## src/rtl/rs232_avm_arbiter.sv

```systemverilog
`default_nettype none
// ============================================================================
// Module  : rs232_avm_arbiter
// Brief   : Round-robin sharing of the UART Avalon-MM master between an RX
//           byte requester and a TX byte requester, with STATUS polling.
// Rev     : 1.0  initial release
// ============================================================================
module rs232_avm_arbiter #(
    parameter int RX_BASE     = 0,
    parameter int TX_BASE     = 4,
    parameter int STATUS_BASE = 8,
    parameter int RX_OK_BIT   = 7,
    parameter int TX_OK_BIT   = 6,
    parameter int POLL_LIMIT  = 16
) (
    input  logic        avm_clk,
    input  logic        avm_rst,
    output logic [4:0]  avm_address,
    output logic        avm_read,
    input  logic [31:0] avm_readdata,
    output logic        avm_write,
    output logic [31:0] avm_writedata,
    input  logic        avm_waitrequest,
    input  logic        rx_req,
    output logic        rx_valid,
    output logic [7:0]  rx_data,
    input  logic        tx_req,
    input  logic [7:0]  tx_data,
    output logic        tx_done,
    output logic        busy
);

    localparam int             PW        = (POLL_LIMIT > 0) ? $clog2(POLL_LIMIT + 1) : 1;
    localparam logic [PW-1:0]  POLL_LAST = (POLL_LIMIT > 0) ? PW'(POLL_LIMIT - 1) : '0;
    localparam logic [4:0]     ADDR_RX   = 5'(RX_BASE);
    localparam logic [4:0]     ADDR_TX   = 5'(TX_BASE);
    localparam logic [4:0]     ADDR_STAT = 5'(STATUS_BASE);
    localparam logic           GNT_RX    = 1'b0;
    localparam logic           GNT_TX    = 1'b1;

    typedef enum logic [1:0] {
        S_IDLE = 2'd0,
        S_POLL = 2'd1,
        S_XFER = 2'd2,
        S_DONE = 2'd3
    } state_t;

    state_t         state, state_nxt;
    logic           grant, grant_nxt;
    logic           last_gnt, last_gnt_nxt;
    logic [7:0]     tx_byte, tx_byte_nxt;
    logic [PW-1:0]  poll_cnt, poll_cnt_nxt;
    logic [4:0]     address_nxt;
    logic           read_nxt, write_nxt;
    logic [31:0]    writedata_nxt;
    logic [7:0]     rx_data_nxt;
    logic           rx_valid_nxt, tx_done_nxt, busy_nxt;
    logic           status_ok;
    logic           pick;

    // Upper read-data bits are never inspected; fold them into a sink.
    logic unused_readdata;
    assign unused_readdata = ^avm_readdata;

    always_comb begin
        state_nxt     = state;
        grant_nxt     = grant;
        last_gnt_nxt  = last_gnt;
        tx_byte_nxt   = tx_byte;
        poll_cnt_nxt  = poll_cnt;
        address_nxt   = avm_address;
        read_nxt      = avm_read;
        write_nxt     = avm_write;
        writedata_nxt = avm_writedata;
        rx_data_nxt   = rx_data;
        status_ok     = (grant == GNT_TX) ? avm_readdata[TX_OK_BIT] : avm_readdata[RX_OK_BIT];
        pick          = (rx_req && tx_req) ? ~last_gnt : tx_req;

        case (state)
            S_IDLE: begin
                if (rx_req || tx_req) begin
                    grant_nxt    = pick;
                    if (pick == GNT_TX) begin
                        tx_byte_nxt = tx_data;
                    end
                    read_nxt     = 1'b1;
                    address_nxt  = ADDR_STAT;
                    poll_cnt_nxt = '0;
                    state_nxt    = S_POLL;
                end
            end
            S_POLL: begin
                if (!avm_waitrequest) begin
                    if (status_ok) begin
                        if (grant == GNT_TX) begin
                            read_nxt      = 1'b0;
                            write_nxt     = 1'b1;
                            address_nxt   = ADDR_TX;
                            writedata_nxt = {24'b0, tx_byte};
                        end else begin
                            read_nxt    = 1'b1;
                            address_nxt = ADDR_RX;
                        end
                        state_nxt = S_XFER;
                    end else if ((POLL_LIMIT != 0) && (poll_cnt == POLL_LAST)) begin
                        // Give the other requester a turn instead of spinning forever.
                        read_nxt     = 1'b0;
                        last_gnt_nxt = grant;
                        state_nxt    = S_IDLE;
                    end else if (poll_cnt != {PW{1'b1}}) begin
                        poll_cnt_nxt = poll_cnt + PW'(1);
                    end
                end
            end
            S_XFER: begin
                if (!avm_waitrequest) begin
                    read_nxt    = 1'b0;
                    write_nxt   = 1'b0;
                    address_nxt = ADDR_STAT;
                    if (grant == GNT_RX) begin
                        rx_data_nxt = avm_readdata[7:0];
                    end
                    last_gnt_nxt = grant;
                    state_nxt    = S_DONE;
                end
            end
            S_DONE: begin
                state_nxt = S_IDLE;
            end
            default: begin
                state_nxt = S_IDLE;
            end
        endcase

        rx_valid_nxt = (state_nxt == S_DONE) && (grant_nxt == GNT_RX);
        tx_done_nxt  = (state_nxt == S_DONE) && (grant_nxt == GNT_TX);
        busy_nxt     = (state_nxt != S_IDLE);
    end

    always_ff @(posedge avm_clk) begin
        if (avm_rst) begin
            state         <= S_IDLE;
            grant         <= GNT_RX;
            last_gnt      <= GNT_TX;
            tx_byte       <= '0;
            poll_cnt      <= '0;
            avm_address   <= ADDR_STAT;
            avm_read      <= 1'b0;
            avm_write     <= 1'b0;
            avm_writedata <= '0;
            rx_data       <= '0;
            rx_valid      <= 1'b0;
            tx_done       <= 1'b0;
            busy          <= 1'b0;
        end else begin
            state         <= state_nxt;
            grant         <= grant_nxt;
            last_gnt      <= last_gnt_nxt;
            tx_byte       <= tx_byte_nxt;
            poll_cnt      <= poll_cnt_nxt;
            avm_address   <= address_nxt;
            avm_read      <= read_nxt;
            avm_write     <= write_nxt;
            avm_writedata <= writedata_nxt;
            rx_data       <= rx_data_nxt;
            rx_valid      <= rx_valid_nxt;
            tx_done       <= tx_done_nxt;
            busy          <= busy_nxt;
        end
    end

endmodule
`default_nettype wire

```

## config.mk

```make
export PLATFORM = sky130hd
export DESIGN_NAME = rs232_avm_arbiter
export DESIGN_NICKNAME = d
export VERILOG_FILES = /design/src/rtl/rs232_avm_arbiter.sv
export SDC_FILE = /design/constraint.sdc
export NUM_CORES = 1
export LEC_CHECK = 0
export CAP_MARGIN = 15
export CORE_ASPECT_RATIO = 0.9
export CORE_UTILIZATION = 41
export CTS_BUF_LIST = sky130_fd_sc_hd__clkbuf_4
export DETAILED_ROUTE_END_ITERATION = 7
export PLACE_DENSITY = 0.83
export SKIP_LAST_GASP = 1
export SYNTH_ARGS = -nofsm -noshare
export SYNTH_HDL_FRONTEND = slang
export SYNTH_SLANG_ARGS = --single-unit
```

## constraint.sdc

```tcl
create_clock -name avm_clk -period 2.3 [get_ports avm_clk]
set_input_delay 0.575 -clock avm_clk [delete_from_list [all_inputs] [get_ports avm_clk]]
set_output_delay 0.575 -clock avm_clk [all_outputs]
set_load 0.005 [all_outputs]
```

======== After elaboration in Yosys (flattened, before gate mapping) ========
Cells that the tools add are included.
word-level totals
  bits in registers ....................... 43
  bits of input ports ..................... 45
  output and inout port bits .............. 50
cells by class
  add/sub/neg operators ................... 1
  eq/ne operators ......................... 16
  multiplexer cells ....................... 38
  bitwise gates (word level) .............. 4
  reductions and logical operators ........ 17
operators by type and width
  operator             number
  $mux 5               9
  $reduce_and 5->1     4
  $ne 2x2->1 const B   9
  $mux 1               17
  $pmux 5 s3           1
  $mux 2               5
  $pmux 5 s2           1
  $pmux 2 s4           1
  $eq 2x2->1 const B   3
  $reduce_and 3->1     2
  $reduce_and 6->1     1
  $reduce_bool 2->1    3
  $add 5x1->5 const B  1
  $eq 5x4->1 const B   1
  $ne 5x5->1 const B   1
  $not 1->1            4
  $pmux 1 s2           2
  $reduce_and 4->1     1
  $logic_and 1x1->1    3
  $mux 3               1
  $ne 3x3->1 const B   1
  $pmux 1 s3           1
  $reduce_bool 3->1    1
  $eq 2x1->1 const B   1
  2 further kinds      2

======== Longest topological paths before layout ========
Gate-level depths: netlist of the first run.
  depth after elaboration ................. 7
  gate-level depth with buffers ........... 7
  gate-level depth less buffers ........... 7

======== Worst setup path after synthesis of the first run ========
OpenSTA, ideal clock, no wires.
  path type ............................... reg2reg
  start ................................... register poll_cnt[0]
  end ..................................... register poll_cnt[4]
  setup time .............................. 0.070 ns
  arrival time ............................ 1.915 ns
  slack ................................... 0.315 ns
  stages on the path, launching flop included .. 7
  buffers on the path ..................... 0
  cell sequence ........................... dfxtp_1 ha_1 and3_1 ha_1 o41a_1 or4_1 a21oi_1
on the way
  longest elaborated chain between the ends .. 6
  elaborated cells on any way between the ends .. 11
  classes of those cells .................. add/sub (1); eq/ne (4); mux (5); reduce/logical (1)
RTL lines
  what                    RTL line  source
  start, declared         52        logic [PW-1:0] poll_cnt, poll_cnt_nxt;
  start signal, assigned  160       poll_cnt <= poll_cnt_nxt;
  $add 5x1->5             111       poll_cnt_nxt = poll_cnt + PW'(1);
  $mux 5                  110       end else if (poll_cnt != {PW{1'b1}}) begin
  $mux 5                  105       end else if ((POLL_LIMIT != 0) && (poll_cnt == POLL_LAST)) begin
  $mux 5                  94        if (status_ok) begin
  $mux 5                  93        if (!avm_waitrequest) begin
  $pmux 5 s2              79        case (state)
Several ways; a longest one is shown, not always the timed one. The select of a mux whose other input is x is not followed.
A chain may end at the register's enable or synchronous reset.

======== Worst setup path in the final report of the first run ========
Same ends and word-level chain as after synthesis.

==> flow_summary.ini, run 1 <==
[outcome]
status = complete, no violations

[place]
place_area_um2 = 2290
pre_cts_ws_ns = -0.0467
io_buffers = 43
routabilityCongestion = 0.936
hpwl_um = 2760

[sta]
grt_setup_unrepaired = false
report.final.slew_viol_count = 0
skew_ns = 0.00968
finalCritPeriodShare = 0.914
max_freq_mhz = 476
fin_crit_ns = 2.10
setup_viol_count_final = 0
hold_violations = 0
fin_ws_ns = 0.197

[pwr]
power.density_nw_per_um2 = 577
p_leak_nw = 0.976
ir_drop_v = 0.000374

[cts]
post_cts_resized = 0
numCtsBuffers = 5
clock_sinks = 40
tritoncts = yes
cts_root_buffer = clkbuf_4
h-tree-depth = 2
clock_latency_ns = 0.34
path_clk_slew_ns = 0.12
post_cts_buffers = 0
clock_path_buffers = 2
hold_buffers = 0

[yosys]
synth_area_leaders = dfxtp_1 (44%), buf_4 (11%), nand2_1 (7.6%)
synth.most_common_cell = dfxtp_1
ys_ff_latch = 40
synth_edf_count = 0
synth_cell_types = 37
ys.flop_type = dfxtp_1
ys_warn_count = 0
yosys.area.top_type_share = 0.441
netlist_instances = 214
synth_area_leader_cell = dfxtp_1
netlist_top_cells_count = dfxtp_1 (40), nand2_1 (37), buf_4 (27)
seq_area_frac_synth = 0.441
async_flop_share = 0
syn-cell-area_um2 = 1820
avgSynthCellArea_um2 = 8.49

[routing]
wire_per_inst_um = 11.4
routed_wl_um = 3780
antenna_left = 0
drc = 0
drtIter0Drc = 80
via_per_inst = 4.64
drt_pass1_iterations = 4
vias = 1532

[critical_path]
rrSetupSlack_ns = 0.20
timing_worst_setup_path_type = reg2reg
critPathLaunchType = flip-flop
critical_path_arrival_ns = 2.39
crit_start = poll_cnt[0]$_SDFFE_PP0P_
r2r-end = poll_cnt[4]$_SDFFE_PP0P_
worstPathRequired_ns = 2.59
reg2reg_from = poll_cnt[0]$_SDFFE_PP0P_
r2r.worst_path.cells = 6
critPathMaxFanout = 5
critPathCaptureType = flip-flop
endpoint = poll_cnt[4]$_SDFFE_PP0P_

[floorplanning]
row_count = 22
io_pins = 95
die_x_um = 72.2
die_y_um = 65.2
core_area_um2 = 4160
dieArea_um2 = 4700
initial_core_util = 0.437

[cells_and_area]
final_cell_area_um2 = 2370
seq_area_um2 = 801
num-fill-cells = 379
n_antenna_cell = 0
syn2layout_area_growth_pct = 30.5
drive_gt1_frac = 0.100
multi_input_area_um2 = 842
nNetsFinal = 317

[global_route]
gr-total-overflow = 0
antenna_found_initial = 0
grtUsageTotal = 0.169
grt_max_degree = 18
grt_pass1_wl_um = 6100
first_global_vias = 1407

[worst_hold_path]
hold_path_class = reg2reg

[run]
cap_viol_max_count = 0
==> routing by layer <==
layer,share of wire,GRT usage,routed length [um],up-vias
li1,-,-,-,778
met4,0.016,0.0711,62,0
met1,0.47,0.209,1770,694
met5,0,0,0,-
met2,0.46,0.280,1750,50
met3,0.050,0.0399,190,10
==> flip-flops by register name, summed over array words and instances, names as in the netlist, 2 cells and up <==
name	flops
state	2
poll_cnt	5
avm_address	2
avm_writedata	8
rx_data	8
tx_byte	8
==> worst min-delay path by stage <==
stage / start / endpoint / slack, ns / cells after the start
after floorplan: poll_cnt[3]$_SDFFE_PP0P_ / poll_cnt[3]$_SDFFE_PP0P_ / 0.43 / 1
final: rx_data[2]$_SDFFE_PP0P_ / rx_data[2]$_SDFFE_PP0P_ / 0.46 / 2
after global routing: rx_data[2]$_SDFFE_PP0P_ / rx_data[2]$_SDFFE_PP0P_ / 0.48 / 2
after global placement: tx_byte[0]$_SDFFE_PP0P_ / avm_writedata[0]$_SDFFE_PP0P_ / 0.44 / 2
after CTS: tx_byte[1]$_SDFFE_PP0P_ / avm_writedata[1]$_SDFFE_PP0P_ / 0.46 / 2
after detailed placement: tx_byte[5]$_SDFFE_PP0P_ / avm_writedata[5]$_SDFFE_PP0P_ / 0.44 / 2
==> power breakdown <==
group | internal, mW | leakage, nW | switching, mW
Combinational | 0.0971 | 0.610 | 0.0847
Clock | 0.227 | 0.0412 | 0.231
Sequential | 0.713 | 0.324 | 0.0159
Total | 1.04 | 0.976 | 0.331
==> through the flow <==
step	cells	hold WS, ns	setup TNS [ns]	total power [mW]	util
finish	330	0.461	0	1.37	0.570
global route	330	0.478	0	1.44	0.570
CTS	330	0.459	0	1.38	0.570
detailed placement	322	0.444	-0.132	0.923	0.551
global placement	322	0.439	-0.0504	0.919	0.551
floorplan	240	0.427	0	0.866	-
==> area by class of cell <==
cell class | instances | share of cell area
Clock buffer | 5 | 0.0158
Clock inverter | 3 | 0.0179
Inverter | 6 | 0.00950
Multi-Input combinational cell | 157 | 0.355
Sequential cell | 40 | 0.338
Tap cell | 60 | 0.0317
Timing Repair Buffer | 59 | 0.232
==> cell usage in the layout, fill, tap and decap left out, types with 2 or more instances in the layout <==
cell type        netlist  final
nand2_1               37     37
dfxtp_1               40     40
o311ai_0               2      2
buf_4                 27     16
conb_1                 1     27
clkbuf_4               0      5
mux2i_1                9      9
nor2b_1                2      2
o21ai_0                7      7
nand2b_1               3      3
ha_1                   3      3
o21a_1                 3      3
inv_1                  6      6
nand3_1                5      5
o31ai_1                2      2
nor2_1                16     16
and3_1                 3      3
clkdlybuf4s50_1        0     43
nor3_1                 3      3
a21oi_1               19     19
==> kinds of logic (layout without fill, tap and decap cells) <==
logic type,Yosys count,count (layout),share of synthesized area
AO/OA/AOI/OAI,43,43,0.149
buffers and inverters,43,73,0.149
flip-flops,40,40,0.441
multiplexers,10,10,0.0579
adder cells (fa/ha/maj),3,3,0.0207
other,1,27,0.00206
AND/OR/NAND/NOR,74,74,0.180
==> critical path, cell delays in order (launching register included) <==
cell and delay, ns:
dfxtp_1 0.36, ha_1 0.21, and3_1 0.20, ha_1 0.22
o41a_1 0.50, or4_1 0.41, a21oi_1 0.14
No activity file was read; power rests on OpenSTA's default activity.
==> run 2, diff against run 1 <==
==> constraint.sdc (replaced) <==
create_clock -name avm_clk -period 2.14 [get_ports avm_clk]
set_input_delay 0.535 -clock avm_clk [delete_from_list [all_inputs] [get_ports avm_clk]]
set_output_delay 0.535 -clock avm_clk [all_outputs]
set_load 0.005 [all_outputs]
==> flow_summary.ini, run 2 (same netlist as run 1, synthesis figures left out) <==
[routing]
wire_per_inst_um = 11.2
drc = 0
routed_wl_um = 3670
drtIter0Drc = 58
vias = 1526
drt_pass1_iterations = 4
antenna_left = 0
via_per_inst = 4.64

[critical_path]
r2r-end = poll_cnt[4]$_SDFFE_PP0P_
worstPathRequired_ns = 2.43
critPathLaunchType = flip-flop
critical_path_arrival_ns = 2.35
timing_worst_setup_path_type = reg2reg
critPathCaptureType = flip-flop
rrSetupSlack_ns = 0.08
reg2reg_from = poll_cnt[0]$_SDFFE_PP0P_
critPathMaxFanout = 5
r2r.worst_path.cells = 6

[floorplanning]
io_pins = 95
die_y_um = 65.2
initial_core_util = 0.437
core_area_um2 = 4160
row_count = 22
dieArea_um2 = 4700
die_x_um = 72.2

[cts]
clock_path_buffers = 2
hold_buffers = 0
clock_latency_ns = 0.34
clock_sinks = 40
post_cts_resized = 0
cts_root_buffer = clkbuf_4
numCtsBuffers = 5
path_clk_slew_ns = 0.12
post_cts_buffers = 0
h-tree-depth = 2
tritoncts = yes

[sta]
grt_setup_unrepaired = false
max_freq_mhz = 485
hold_violations = 0
whs_ns = 0.460
fin_crit_ns = 2.06
finalCritPeriodShare = 0.963
skew_ns = 0.00979
report.final.slew_viol_count = 0
fin_ws_ns = 0.0790
setup_viol_count_final = 0

[cells_and_area]
nNetsFinal = 316
syn2layout_area_growth_pct = 29.5
instances_no_fill = 329
layout_commonest_cell = clkdlybuf4s50_1
n_antenna_cell = 0
final_cell_mix = clkdlybuf4s50_1 (43), dfxtp_1 (39), nand2_1 (37), conb_1 (27), a21oi_1 (19)
final_cell_area_um2 = 2350
biggestRegsByFlops = avm_writedata: 8 flops, rx_data: 8 flops, tx_byte: 8 flops
drive_gt1_frac = 0.100

[worst_hold_path]
hold_start = tx_byte[5]$_SDFFE_PP0P_
hold_path_class = reg2reg
min_to = avm_writedata[5]$_SDFFE_PP0P_
worst_hold_path.num_cells = 2

[run]
cap_viol_max_count = 0

[global_route]
grt_pass1_wl_um = 6150
grtUsageTotal = 0.167
gr-total-overflow = 0
antenna_found_initial = 0
grt_max_degree = 28
first_global_vias = 1418

[pwr]
power.total_mw = 1.35
p_leak_nw = 0.968
ir_drop_v = 0.000369
power.density_nw_per_um2 = 572

[place]
io_buffers = 43
hpwl_um = 2710
dp_cells = 321
pre_cts_ws_ns = -0.191
place_area_um2 = 2300
routabilityCongestion = 0.927

[outcome]
status = complete, no violations
run 2: final cells by class:
type	count	area (um2)
clock buffers	5	37.5
clock inverters	3	18.8
fillers	372	1800
inverters	6	22.5
multi-input cells	157	842
flip-flops and latches	40	802
well taps	60	75.1
repair buffers	58	556
run 2: worst max path at each step:
stage	startpoint	slack [ns]	depth (start not counted)	end
floorplan	poll_cnt[0]$_SDFFE_PP0P_	0.15	6	poll_cnt[4]$_SDFFE_PP0P_
global route	poll_cnt[0]$_SDFFE_PP0P_	0.005	6	poll_cnt[4]$_SDFFE_PP0P_
global placement	avm_readdata[7]	-0.16	5	poll_cnt[4]$_SDFFE_PP0P_
finish	poll_cnt[0]$_SDFFE_PP0P_	0.08	6	poll_cnt[4]$_SDFFE_PP0P_
CTS	poll_cnt[0]$_SDFFE_PP0P_	0.01	6	poll_cnt[4]$_SDFFE_PP0P_
detailed placement	avm_readdata[7]	-0.19	5	poll_cnt[4]$_SDFFE_PP0P_
run 2: critical path: stages (launching register included):
cell and delay, ns:
dfxtp_2 0.36, ha_1 0.20, and3_1 0.20, ha_1 0.23, o41a_1 0.46, or4_1 0.42, a21oi_1 0.14
run 2: layer usage:
| metal | GRT usage | routed length [um] |
|---|---|---|
| met1 | 0.211 | 1680 |
| met2 | 0.273 | 1740 |
| met3 | 0.0399 | 191 |
| met4 | 0.0711 | 62 |
| met5 | 0 | 0 |
run 2: through the flow:
| step | TNS [ns] | util |
|---|---|---|
| after floorplan | 0 | - |
| after global placement | -0.570 | 0.552 |
| after detailed placement | -0.810 | 0.552 |
| after CTS | 0 | 0.566 |
| after global routing | 0 | 0.566 |
| final | 0 | 0.566 |
run 2: power by group:
group	total (mW)	internal [mW]	switching, mW
clock	0.370	0.126	0.244
sequential	0.783	0.767	0.0167
combinational	0.193	0.103	0.0907
==> run 3, diff against run 2 <==
--- a/config.mk
+++ b/config.mk
@@ -5,12 +5,11 @@
 export SDC_FILE = /design/constraint.sdc
 export NUM_CORES = 1
 export LEC_CHECK = 0
-export CAP_MARGIN = 15
 export CORE_ASPECT_RATIO = 0.9
 export CORE_UTILIZATION = 41
 export CTS_BUF_LIST = sky130_fd_sc_hd__clkbuf_4
 export DETAILED_ROUTE_END_ITERATION = 7
-export PLACE_DENSITY = 0.83
+export PLACE_DENSITY = 0.86
 export SKIP_LAST_GASP = 1
 export SYNTH_ARGS = -nofsm -noshare
 export SYNTH_HDL_FRONTEND = slang
==> flow_summary.ini, run 3 (same netlist as run 1, synthesis figures left out) <==
[outcome]
status = complete, no violations

[routing]
highest_layer = met4
via_per_inst = 4.57
vias = 1494
wl_met1_um = 1740
route.met2.wl_um = 1700
wire_per_inst_um = 11.4
routed_wl_um = 3730
drt_pass1_iterations = 4
dr_wl_met3_um = 185
drc = 0
drtIter0Drc = 71
antenna_left = 0

[sta]
skew_ns = 0.0128
fin_ws_ns = 0.0769
fin_crit_ns = 2.06
finalSetupTns_ns = 0
whs_ns = 0.461
max_freq_mhz = 485
setup_viol_count_final = 0
hold_violations = 0
grt_setup_unrepaired = false
finalCritPeriodShare = 0.964
report.final.slew_viol_count = 0

[cells_and_area]
drive_gt1_frac = 0.105
instances_no_fill = 327
fin_util = 0.568
layout_commonest_cell = clkdlybuf4s50_1
final_cell_mix = clkdlybuf4s50_1 (43), dfxtp_1 (39), nand2_1 (37), conb_1 (27), a21oi_1 (18)
final_cell_area_um2 = 2360
syn2layout_area_growth_pct = 30.0
nNetsFinal = 314
biggestRegsByFlops = avm_writedata: 8 flops, rx_data: 8 flops, tx_byte: 8 flops
n_antenna_cell = 0

[floorplanning]
die_y_um = 65.2
row_count = 22
core_area_um2 = 4160
die_x_um = 72.2
initial_core_util = 0.437
dieArea_um2 = 4700
io_pins = 95

[cts]
clock_latency_ns = 0.35
h-tree-depth = 2
numCtsBuffers = 5
clock_sinks = 40
clock_path_buffers = 2
path_clk_slew_ns = 0.12
cts_root_buffer = clkbuf_4
tritoncts = yes
hold_buffers = 0

[critical_path]
critPathLaunchType = flip-flop
worstPathRequired_ns = 2.42
r2r-end = poll_cnt[4]$_SDFFE_PP0P_
timing_worst_setup_path_type = reg2reg
cpPeakStageDelay_ns = 0.47
critical_path_arrival_ns = 2.35
cpMaxStageDelayCell = o41a_1
cp.depth = 6
critPathCaptureType = flip-flop
critPathMaxFanout = 6
r2r.worst_path.cells = 6
crit_top_cell = ha_1
reg2reg_from = poll_cnt[0]$_SDFFE_PP0P_
cp_top_family = simple AND/OR/NAND/NOR gates
crit_chain = ha_1 -> and3_1 -> ha_1 -> o41a_1 -> or4_4 -> a21oi_2
rrSetupSlack_ns = 0.08
critPathBufInv = 0

[place]
place_area_um2 = 2270
dp_cells = 319
pre_cts_ws_ns = -0.212
io_buffers = 43
hpwl_um = 2660
routabilityCongestion = 0.941

[global_route]
antenna_found_initial = 0
grt_max_degree = 28
grtUsageTotal = 0.167
grt_pass1_wl_um = 5990
gr-total-overflow = 0
first_global_vias = 1373

[worst_hold_path]
min_to = avm_writedata[1]$_SDFFE_PP0P_
worst_hold_path.num_cells = 2
hold_start = tx_byte[1]$_SDFFE_PP0P_
hold_path_class = reg2reg

[pwr]
p_leak_nw = 0.967
power.total_mw = 1.47
ir_drop_v = 0.000491
power.density_nw_per_um2 = 624

[run]
cap_viol_max_count = 0
## run 3: timing repair
item / in CTS / in global routing
setup buffers: 0 / 0
gates resized for setup: 0 / 4
endpoints found under the setup margin: 0 / 4
## run 3: final cells by class
| cell class | instances | area [um2] |
|---|---|---|
| fill | 360 | 1790 |
| timing repair buffer | 56 | 528 |
| sequential | 40 | 802 |
| multi-input combinational | 157 | 855 |
| tap | 60 | 75.1 |
| inverter | 6 | 22.5 |
| clock buffer | 6 | 45.0 |
| clock inverter | 2 | 35.0 |
## run 3: how the worst max path moves through the flow
stage	slack, ns	end	start
after floorplan	0.15	poll_cnt[4]$_SDFFE_PP0P_	poll_cnt[0]$_SDFFE_PP0P_
after global placement	-0.16	poll_cnt[4]$_SDFFE_PP0P_	avm_readdata[7]
after detailed placement	-0.21	poll_cnt[4]$_SDFFE_PP0P_	avm_readdata[7]
after CTS	0.01	poll_cnt[4]$_SDFFE_PP0P_	poll_cnt[0]$_SDFFE_PP0P_
after global routing	0.001	poll_cnt[4]$_SDFFE_PP0P_	poll_cnt[0]$_SDFFE_PP0P_
final	0.08	poll_cnt[4]$_SDFFE_PP0P_	poll_cnt[0]$_SDFFE_PP0P_
## run 3: where the power goes
group | internal (mW) | switching [mW]
clock | 0.258 | 0.241
combinational | 0.100 | 0.0912
sequential | 0.767 | 0.0169
## run 3: tightest hold or removal path, cell delays in order (launching register included)
cell and delay, ns:
dfxtp_1 0.33, nand2_1 0.05, a21oi_1 0.05
## run 3: per-layer routing
metal	vias to the layer above	GRT usage
met5	-	0
met4	0	0.100
met3	11	0.0383
met2	50	0.265
met1	665	0.206
li1	768	-
